[config.mk]
export PLATFORM = sky130hd
export DESIGN_NAME = counter_seq_ctrl
export DESIGN_NICKNAME = d
export VERILOG_FILES = /design/src/rtl/counter_seq_ctrl.sv
export SDC_FILE = /design/constraint.sdc
export NUM_CORES = 1
export LEC_CHECK = 0
export BUFFER_PORTS_ARGS = -buffer_cell sky130_fd_sc_hd__buf_2
export CAP_MARGIN = 20
export CORE_MARGIN = 2
export CORE_UTILIZATION = 46
export CTS_CLUSTER_DIAMETER = 30
export CTS_CLUSTER_SIZE = 16
export DETAILED_ROUTE_END_ITERATION = 12
export PLACE_DENSITY = 0.87
export SETUP_SLACK_MARGIN = 0.2
export SYNTH_ARGS = -nofsm -noshare
export SYNTH_HDL_FRONTEND = slang
export SYNTH_SLANG_ARGS = --single-unit
[constraint.sdc]
create_clock -name clk -period 2.4 [get_ports clk]
set_input_delay 0.72 -clock clk [delete_from_list [all_inputs] [get_ports clk]]
set_output_delay 0.72 -clock clk [all_outputs]
set_load 0.03 [all_outputs]
[src/rtl/counter_seq_ctrl.sv]
// Sequencer for the address Counter: runs a start/length command, hands each count out as an address beat,
// then clears the Counter and pulses done. Optional sequencing checker enabled by COUNTER_SEQ_CHECK_EN.
module counter_seq_ctrl #(
  parameter int CNT_WIDTH = 7
) (
  input  logic                 clk,
  input  logic                 rst_n,
  input  logic                 start_i,
  input  logic [CNT_WIDTH-1:0] len_i,
  input  logic                 abort_i,
  output logic                 busy_o,
  output logic                 done_o,
  output logic                 cnt_en_o,
  output logic                 cnt_clr_o,
  input  logic [CNT_WIDTH-1:0] cnt_i,
  input  logic                 cnt_valid_i,
  output logic                 addr_valid_o,
  output logic [CNT_WIDTH-1:0] addr_o,
  input  logic                 addr_ready_i,
  output logic                 err_o
);

  typedef enum logic [1:0] {
    IDLE  = 2'd0,
    RUN   = 2'd1,
    CLEAR = 2'd2,
    DONE  = 2'd3
  } state_e;

  state_e               state_q, state_d;
  logic [CNT_WIDTH-1:0] beatsLeft_q, beatsLeft_d;
  logic                 beat;

  always_ff @(posedge clk or negedge rst_n) begin
    if (!rst_n) begin
      state_q     <= IDLE;
      beatsLeft_q <= '0;
    end else begin
      state_q     <= state_d;
      beatsLeft_q <= beatsLeft_d;
    end
  end

  // The Counter gives en priority over done_i, so en is only ever raised in RUN and clr only in CLEAR.
  always_comb begin
    state_d      = state_q;
    beatsLeft_d  = beatsLeft_q;
    busy_o       = (state_q != IDLE);
    done_o       = 1'b0;
    cnt_en_o     = 1'b0;
    cnt_clr_o    = 1'b0;
    addr_valid_o = 1'b0;
    beat         = 1'b0;
    unique case (state_q)
      IDLE: begin
        if (start_i) begin
          if (len_i != '0) begin
            beatsLeft_d = len_i;
            state_d     = RUN;
          end else begin
            state_d = CLEAR;
          end
        end
      end
      RUN: begin
        addr_valid_o = 1'b1;
        beat         = addr_ready_i;
        cnt_en_o     = beat;
        if (beat) begin
          beatsLeft_d = beatsLeft_q - CNT_WIDTH'(1);
        end
        if (abort_i || (beat && (beatsLeft_q == CNT_WIDTH'(1)))) begin
          state_d = CLEAR;
        end
      end
      CLEAR: begin
        cnt_clr_o = 1'b1;
        state_d   = DONE;
      end
      DONE: begin
        done_o  = 1'b1;
        state_d = IDLE;
      end
      default: state_d = IDLE;
    endcase
  end

  assign addr_o = cnt_i;

`ifdef COUNTER_SEQ_CHECK_EN
  logic [CNT_WIDTH-1:0] expIdx_q;
  logic                 err_q;

  // Tracks the address the Counter should be showing; any divergence latches the error until reset.
  always_ff @(posedge clk or negedge rst_n) begin
    if (!rst_n) begin
      expIdx_q <= '0;
      err_q    <= 1'b0;
    end else begin
      if ((state_q == IDLE) && start_i) begin
        expIdx_q <= '0;
      end else if (beat) begin
        expIdx_q <= expIdx_q + CNT_WIDTH'(1);
      end
      if (((state_q == RUN) && (cnt_i != expIdx_q)) ||
          ((state_q == DONE) && ((cnt_i != '0) || cnt_valid_i))) begin
        err_q <= 1'b1;
      end
    end
  end

  assign err_o = err_q;
`else
  logic unusedCntValid;
  assign unusedCntValid = cnt_valid_i;
  assign err_o          = 1'b0;
`endif

endmodule

**After elaboration in Yosys (flattened, before gate mapping)**

Index checks and enable logic that the tools add are counted.

- Mux-type cells: 12
- Reductions and logical operators: 8
- Equality and inequality tests: 8
- Add/subtract/negate cells: 1

Operator list:

| operator | count |
|---|---|
| $mux W7 | 3 |
| $pmux W7 S2 | 1 |
| $ne A2 B2 Y1 const B | 4 |
| $pmux W2 S4 | 1 |
| $eq A7 B1 Y1 const B | 1 |
| $reduce_bool A7 Y1 | 1 |
| $sub A7 B1 Y7 const B | 1 |
| $mux W2 | 3 |
| $eq A2 B2 Y1 const B | 2 |
| $mux W1 | 4 |
| $reduce_and A4 Y1 | 1 |
| $reduce_bool A2 Y1 | 2 |
| $eq A2 B1 Y1 const B | 1 |
| $logic_not A2 Y1 | 1 |
| $reduce_and A2 Y1 | 1 |
| $logic_and A1 B1 Y1 | 1 |
| $logic_or A1 B1 Y1 | 1 |

- Register bits: 9
- Bits of input ports: 20
- Output and inout bits: 13

**Logic depth before layout (Yosys ltp)**

Gate-level depths: netlist (run 1).

- Depth after elaboration: 5
- Depth in mapped cells: 7
- Gate-level depth less buffers: 6

**Worst setup path before layout (run 1)**

Ideal clock, no wire load.

- Kind: flip-flop to output port
- Start: register state_q[1]
- End: output port cnt_en_o
- Buffers on the path: 1
- Path slack: 0.183 ns
- Data required time: 1.680 ns
- Cell stages (with the launch flop): 5
- Data arrival time: 1.497 ns
- Path through: dfrtp_1 -> inv_1 -> ha_1 -> clkbuf_1 -> and2_1

- Word-level cells in the longest chain between the ends: 2

Ends and longest elaborated chain:

| item | RTL line | text |
|---|---|---|
| start: declaration | 30 | `state_e state_q, state_d;` |
| start signal: assignment | 39 | `state_q <= state_d;` |
| $eq A2 B1 Y1 | 54 | `unique case (state_q)` |
| $mux W1 | 54 |  |
| end: declaration | 13 | `output logic cnt_en_o,` |

Every way passes these cells.

**Worst setup path after layout (run 1)**

- Start: register state_q[1]
- End: register beatsLeft_q[2]

- Word-level cells in the longest chain between the ends: 3
- Elaborated cells between the ends (all ways): 8
- Classes of those cells: eq/ne: 4; mux: 1; reduce/logical: 3

Ends and longest elaborated chain:

| item | RTL line | text |
|---|---|---|
| $eq A2 B1 Y1 / $logic_not A2 Y1 (equally long branches) | 54 |  |
| $ne A2 B2 Y1 (no source line) / $reduce_bool A2 Y1 (equally long branches) | - |  |
| $reduce_and A4 Y1 (no source line) | - |  |
| end signal: assignment | 40 | `beatsLeft_q <= beatsLeft_d;` |
| end: declaration | 31 | `logic [CNT_WIDTH-1:0] beatsLeft_q, beatsLeft_d;` |

Parallel ways exist; a longest one is shown, timed or not.
A chain may end at the register's enable or synchronous reset.

==> results_dict.tcl, run 1 <==
set metrics [dict create \
    r2r-start "state_q[1]" \
    cp_slowest_stage_delay_ps 510 \
    cts_setup_buffers 0 \
    place_area_um2 816 \
    synth-edff-count 0 \
    power_mw 1.20 \
    slowest_stage "or4b_4" \
    synthMuxAreaShare 0.0146 \
    drive_above_1_share 0.310 \
    netlist_area_um2 773 \
    io_buffers 16 \
    setup_viol 0 \
    start_util 0.502 \
    seqCellArea_um2 225 \
    r2r_end "beatsLeft_q[2]" \
    synth_xor_area_frac 0 \
    cts_buffers 3 \
    hold_viol_final 0 \
    yosysWarningCount 0 \
    multiInputGateArea_um2 470 \
    met3_usage 0.0240 \
    grt_usage 0.199 \
    dp_hpwl_mm 1.28 \
    clockRootBuffer "clkbuf_4" \
    post-place-ws_ps 81.5 \
    ctsHoldBuffers 0 \
    die_h_um 45 \
    met1_usage 0.244 \
    start_kind "flop" \
    grt_busiest_layer "met2" \
    cp.arrival_ps 2280 \
    synth-compound-area-share 0.209 \
    final_nets 127 \
    synth_fa_ha_area_frac 0.0971 \
    yosysUniqueCellTypes 36 \
    critPathRequiredTime_ps 2550 \
    finalWeightedCongestion 0.840 \
    drt-initial-drc-count 21 \
    grt_max_degree 15 \
    rows 14 \
    placed_cells 112 \
    synthCells 88 \
    fill_cells 141 \
    die_width_um 45 \
    synth-async-reset-ratio 1.00 \
    status "finished clean" \
    ir_drop_v 0.000565 \
    syn_avg_cell_area_um2 8.79 \
    fin_area_um2 863 \
    r2r_cells 6 \
    clkLatencyLatePin_ps 260 \
    antenna_cells 0 \
    r2r_slack_ps 270 \
    clk_pin_slew_ps 60 \
    drv_cap 0 \
    p_per_area_nw_per_um2 1390 \
    clockBufferDepth 2 \
    period_share 0.889 \
    cts_tree "yes" \
    wire_per_inst_um 14.4 \
    cts_max_level 1 \
    crit_type "reg -> reg" \
    grt_pass1_vias 667 \
    rsz0062_at_grt "false" \
    critPathCaptureType "flop" \
    synth_common_cells "nand2_1 (10), dfrtp_1 (9), buf_4 (8)" \
    ys.flop_type "dfrtp_1" \
    synth_top_area_share 0.291 \
    final_max_slew_viol_count 0 \
    max_freq_mhz 468 \
    grt_use_met2 0.320 \
    synth_area_leaders "dfrtp_1 (29%), ha_1 (9.7%), buf_4 (7.8%)" \
    worst_slack_ps 265 \
    dieArea_um2 2030 \
    final.setup_skew_ps 0.801 \
    grt-ovfl-total 0 \
    antenna_found_initial 0 \
    area_growth_pct 11.7 \
    cts_sinks 9 \
    ant_nets 0 \
    yosysMostFrequentCell "nand2_1" \
    grt_pass1_wl_mm 2.88 \
    p_leak_nw 0.400 \
    viasPerCell 6.00 \
    synth_top_area_cell "dfrtp_1" \
    min_path_type "in -> async" \
    drt_first_pass_iters 4 \
    pin_count 33 \
    setup_tns_ps 0 \
    vias 696 \
    synth-simple-area-share 0.252 \
    synth_nets 114 \
    final-instance-count-excl-fill 116 \
    fin_crit_ps 2130 \
    ys_seq_area_frac 0.291 \
    synth_seq_cells 9 \
    remaining_drc_errors 0 \
    synth_top_family_by_area "simple AND/OR/NAND/NOR gates" \
    wirelength_mm 1.67 \
    cp_cell_sequence "inv_1 > ha_2 > or4b_4 > o211a_4 > and3_1 > a211o_1" \
    crit_path_max_fanout 7 \
    core_area_um2 1540 \
]
-- per-stage QoR --
stage          hold slack, ps   util
2_1_floorplan             424      -
3_3_place_gp              514  0.529
5_1_grt                   308  0.560
6_report                  302  0.560
3_5_place_dp              522  0.529
4_1_cts                   304  0.546
-- report_power, final --
part	total, mW	internal [mW]	switching (mW)	leakage, nW
clock	0.118	0.0642	0.0540	0.0150
sequential	0.328	0.235	0.0928	0.108
combinational	0.757	0.323	0.434	0.277
total	1.20	0.622	0.581	0.400
-- how the worst max path moves through the flow --
| stage | start | endpoint | slack (ps) | depth (start not counted) |
|---|---|---|---|---|
| 6_report | state_q[1] | beatsLeft_q[2] | 270 | 6 |
| 5_1_grt | state_q[1] | beatsLeft_q[2] | 200 | 6 |
| 4_1_cts | state_q[0] | beatsLeft_q[3] | 210 | 6 |
| 3_5_place_dp | len_i[6] | beatsLeft_q[3] | 80 | 5 |
| 3_3_place_gp | len_i[6] | beatsLeft_q[4] | 140 | 5 |
| 2_1_floorplan | state_q[1] | cnt_en_o | 290 | 4 |
-- layout make-up --
class / count / area share
inverter: 7 / 0.0304
sequential: 9 / 0.261
clock buffer: 4 / 0.0304
timing repair buffer: 18 / 0.110
multi-input combinational: 62 / 0.545
tap: 16 / 0.0232
-- worst max-delay path, delay by kind of cell, from the launching register on --
| family | cells | cell delay (ps) |
|---|---|---|
| simple gates | 2 | 690 |
| compound gates | 2 | 560 |
| flops | 1 | 420 |
| fa+ha+maj | 1 | 230 |
| buf+inv | 1 | 130 |
-- per-layer routing --
metal	routed length, um	vias up	share of wire
li1	-	337	-
met1	718	322	0.43
met2	776	29	0.47
met3	128	8	0.077
met4	44	0	0.026
met5	0	-	0
-- cell usage in the layout (no fill, tap or decap), types with 2 or more instances in the layout --
cell / synthesis / layout
buf_2: 0 / 16
clkbuf_4: 0 / 3
nand2_1: 10 / 10
nor4_1: 2 / 2
a31oi_1: 3 / 3
nand3_1: 7 / 7
o21ai_0: 4 / 4
inv_1: 6 / 5
o211ai_1: 2 / 2
ha_1: 6 / 4
a21oi_1: 2 / 2
nor3_1: 2 / 2
a211o_1: 4 / 4
buf_4: 8 / 2
dfrtp_1: 9 / 9
-- flip-flops by register name, summed over array words and instances, names as in the netlist --
name,cells
beatsLeft_q,7
state_q,2
-- logic make-up after synthesis --
group / after synthesis
buf+inv: 17
simple gates: 33
fa+ha+maj: 6
other cells: 1
flops: 9
mux: 1
compound gates: 21
-- timing repair --
item,4_1_cts,5_1_grt
resized for setup,0,4
hold endpoints to repair,0,0
endpoints found under the setup margin,0,6
Power figures use the tool's default switching activity.
==> run 2: changes to the inputs <==
CELL_PAD_IN_SITES_DETAIL_PLACEMENT = 0   (was unset)
CELL_PAD_IN_SITES_GLOBAL_PLACEMENT = 1   (was unset)
CORE_UTILIZATION = 33   (was 46)
PLACE_DENSITY = 0.86   (was 0.87)
==> results_dict.tcl, run 2 (same netlist as run 1, synthesis figures left out) <==
set metrics [dict create \
    p_per_area_nw_per_um2 1370 \
    wire_per_inst_um 13.7 \
    clockBufferDepth 2 \
    remaining_drc_errors 0 \
    drive_above_1_share 0.303 \
    die_h_um 52.4 \
    power_mw 1.19 \
    cts_sinks 9 \
    crit_start "state_q[0]" \
    finalWeightedCongestion 0.829 \
    hold_slack_ps 302 \
    top_regs "beatsLeft_q (7), state_q (2)" \
    io_buffers 16 \
    ctsHoldBuffers 0 \
    cts_buffers 3 \
    status "finished clean" \
    setup_tns_ps 0 \
    max_freq_mhz 470 \
    final_common_cell "buf_2" \
    setup_viol 0 \
    regMostFlops "beatsLeft_q" \
    critPathCaptureType "flop" \
    r2r-start "state_q[0]" \
    grt_pass1_wl_mm 2.92 \
    critPathRequiredTime_ps 2550 \
    grt_max_degree 15 \
    cp.arrival_ps 2280 \
    grt-ovfl-total 0 \
    largest_reg_flops 7 \
    final.setup_skew_ps 2.50 \
    crit_type "reg -> reg" \
    viasPerCell 5.46 \
    vias 693 \
    start_util 0.350 \
    drt_first_pass_iters 4 \
    start_kind "flop" \
    crit_path_max_fanout 7 \
    grt_usage 0.145 \
    rsz0062_at_grt "false" \
    final_cell_mix "buf_2 (16), nand2_1 (10), dfrtp_1 (9), nand3_1 (7), inv_1 (5)" \
    area_growth_pct 12.0 \
    antenna_cells 0 \
    p_leak_nw 0.396 \
    rows 17 \
    drv_cap 0 \
    antenna_found_initial 0 \
    ant_nets 0 \
    min_path_type "in -> async" \
    clockRootBuffer "clkbuf_4" \
    wirelength_mm 1.74 \
    drt-initial-drc-count 11 \
    pin_count 33 \
    final_nets 126 \
    cts_max_level 1 \
    dp_hpwl_mm 1.30 \
    period_share 0.886 \
    clkLatencyLatePin_ps 260 \
    fin_crit_ps 2130 \
    core_area_um2 2210 \
    hold_viol_final 0 \
    cts_tree "yes" \
    dieArea_um2 2750 \
    die_width_um 52.4 \
    ir_drop_v 0.000759 \
    final_max_slew_viol_count 0 \
    clk_pin_slew_ps 70 \
    grt_pass1_vias 623 \
]
[run 2: changes by cell type in the layout (fill, tap and decap cells not counted)]
cell,delta
o211ai_2,+1
buf_4,-2
buf_6,+1
o211ai_4,-1
[run 2: metal layers]
layer | vias to the layer above | track usage | part of all wire
met2 | 13 | 0.219 | 0.50
met5 | - | 0 | 0
li1 | 338 | - | -
met1 | 338 | 0.194 | 0.46
met4 | 0 | 0.0812 | 0.016
met3 | 4 | 0.0257 | 0.025
[run 2: cell type report]
cell class	instances	area, um2
clock buffer	4	26.3
sequential	9	225
timing repair buffer	17	91.3
fill	239	1350
multi-input combinational	62	462
inverter	7	26.3
tap	28	35.0
[run 2: metrics by stage]
stage               area [um2]   util  instances  setup WS, ps
global placement           823  0.372        123           157
detailed placement         823  0.372        123           158
finish                     866  0.391        127           273
CTS                        860  0.389        127           230
floorplan                  776      -         88           285
global route               866  0.391        127           205
[run 2: repair_timing]
item / 4_1_cts / 5_1_grt
buffers inserted: 0 / 0
resized for setup: 1 / 3
setup endpoints to repair: 1 / 3
[run 2: report_power, final]
part | total (mW) | internal (mW) | switching, mW
registers | 0.330 | 0.235 | 0.0953
logic | 0.737 | 0.312 | 0.424
clock network | 0.123 | 0.0642 | 0.0584
[run 2: final timing paths]
check                            endpoint  slack, ps  cells past startpoint
max                        beatsLeft_q[2]        270                      6
max in group asynchronous  beatsLeft_q[6]       1910                      1
min reg2reg                beatsLeft_q[5]        530                      2
min in group clk           beatsLeft_q[5]        530                      2
min                        beatsLeft_q[1]        300                      1
max reg2reg                beatsLeft_q[2]        270                      6
[run 2: critical path, stage by stage, from the launching register on]
cell	delay, ps
dfrtp_1	430
inv_1	120
ha_2	220
or4b_4	500
o211a_4	300
and3_1	180
a211o_1	260
==> run 3: changes to the inputs <==
REMOVE_ABC_BUFFERS = 1   (was unset)
==> results_dict.tcl, run 3 (same netlist as run 1, synthesis figures left out) <==
set metrics [dict create \
    status "finished clean" \
    antenna_found_initial 0 \
    dp_hpwl_mm 1.32 \
    max_freq_mhz 475 \
    grt_pass1_wl_mm 2.93 \
    p_int_mw 0.612 \
    grt_usage 0.147 \
    pwr-share-seq 0.276 \
    hold_slack_ps 291 \
    switchingPower_mw 0.569 \
    cp.arrival_ps 2250 \
    power_mw 1.18 \
    top_regs "beatsLeft_q (7), state_q (2)" \
    final_common_cell "buf_2" \
    viasPerCell 5.51 \
    die_h_um 52.4 \
    cts_tree "yes" \
    crit_type "reg -> reg" \
    final_nets 127 \
    p_leak_nw 0.399 \
    regMostFlops "beatsLeft_q" \
    setup_tns_ps 0 \
    largest_reg_flops 7 \
    fin_crit_ps 2100 \
    critPathCaptureType "flop" \
    combPwrFrac 0.619 \
    rows 17 \
    p_sw_frac 0.482 \
    min_path_type "in -> async" \
    place_area_um2 828 \
    r2r_slack_ps 300 \
    final_max_slew_viol_count 0 \
    drt-initial-drc-count 15 \
    clock_power_share 0.105 \
    critPathRequiredTime_ps 2550 \
    ant_nets 0 \
    fill_cells 247 \
    cts_buffers 3 \
    r2r-start "state_q[0]" \
    post-place-ws_ps 154 \
    worst_slack_ps 296 \
    dieArea_um2 2750 \
    crit_path_max_fanout 7 \
    met3_usage 0.0543 \
    wirelength_mm 1.74 \
    grt_pass1_vias 698 \
    rsz0062_at_grt "false" \
    drv_cap 0 \
    r2r_end "beatsLeft_q[2]" \
    clkLatencyLatePin_ps 270 \
    grt-ovfl-total 0 \
    p_per_area_nw_per_um2 1360 \
    final_cell_mix "buf_2 (16), nand2_1 (10), dfrtp_1 (9), nand3_1 (7), inv_1 (5)" \
    period_share 0.876 \
    io_buffers 16 \
    die_width_um 52.4 \
    pin_count 33 \
    area_growth_pct 12.5 \
    wire_per_inst_um 13.6 \
    clockRootBuffer "clkbuf_4" \
    antenna_cells 0 \
    setup_viol 0 \
    start_kind "flop" \
    final.setup_skew_ps 8.43 \
    drt_first_pass_iters 4 \
    remaining_drc_errors 0 \
    clk_pin_slew_ps 70 \
    met1_usage 0.167 \
    ir_drop_v 0.000683 \
    grt_busiest_layer "met2" \
    r2r_cells 6 \
    drive_above_1_share 0.310 \
    vias 705 \
    fin_area_um2 870 \
    hold_viol_final 0 \
    finalWeightedCongestion 0.781 \
    cts_sinks 9 \
    clockBufferDepth 2 \
    grt_max_degree 15 \
    core_area_um2 2210 \
    cts_max_level 1 \
    grt_use_met2 0.240 \
    start_util 0.350 \
]
==> run 3: cell count changes in the layout (fill, tap and decap cells not counted), sizes merged <==
cell and change:
buf +1
==> run 3: repair_timing <==
item,in CTS,in global routing
setup endpoints to repair,2,4
cloned,0,0
hold buffers,0,0
gates resized for setup,2,2
setup buffers,0,0
==> run 3: critical path: stages, from the launching register on <==
cell,delay [ps]
dfrtp_1,420
inv_1,110
ha_2,220
or4b_4,500
o211a_4,300
and3_1,180
a211o_1,260
==> run 3: power groups by stage <==
stage | combinational (mW) | sequential, mW | clock, mW
finish | 0.731 | 0.326 | 0.124
global route | 0.824 | 0.339 | 0.137
CTS | 0.733 | 0.324 | 0.128
detailed placement | 0.713 | 0.323 | 0
global placement | 0.696 | 0.317 | 0
floorplan | 0.548 | 0.300 | 0
==> run 3: worst max-delay path by stage <==
stage / start / slack (ps) / to / depth (start not counted)
3_5_place_dp: len_i[6] / 150 / beatsLeft_q[2] / 5
6_report: state_q[0] / 300 / beatsLeft_q[2] / 6
2_1_floorplan: state_q[1] / 280 / beatsLeft_q[2] / 6
4_1_cts: state_q[1] / 240 / beatsLeft_q[2] / 6
5_1_grt: state_q[0] / 200 / beatsLeft_q[2] / 6
3_3_place_gp: len_i[6] / 170 / beatsLeft_q[2] / 5
==> run 3: through the flow <==
stage                      util  std cells
after floorplan               -         78
after global placement    0.374        124
after detailed placement  0.374        124
after CTS                 0.392        128
after global routing      0.393        128
final                     0.393        128
==> run 3: layout make-up <==
| type | instances | area, um2 | area share |
|---|---|---|---|
| Tap cell | 28 | 35.0 | 0.0403 |
| Timing Repair Buffer | 18 | 95.1 | 0.109 |
| Multi-Input combinational cell | 62 | 462 | 0.531 |
| Sequential cell | 9 | 225 | 0.259 |
| Clock buffer | 4 | 26.3 | 0.0302 |
| Inverter | 7 | 26.3 | 0.0302 |
==> run 3: layer usage <==
| metal | part of all wire | wire length (um) |
|---|---|---|
| met1 | 0.44 | 760 |
| met2 | 0.48 | 829 |
| met3 | 0.060 | 105 |
| met4 | 0.023 | 40 |
| met5 | 0 | 0 |
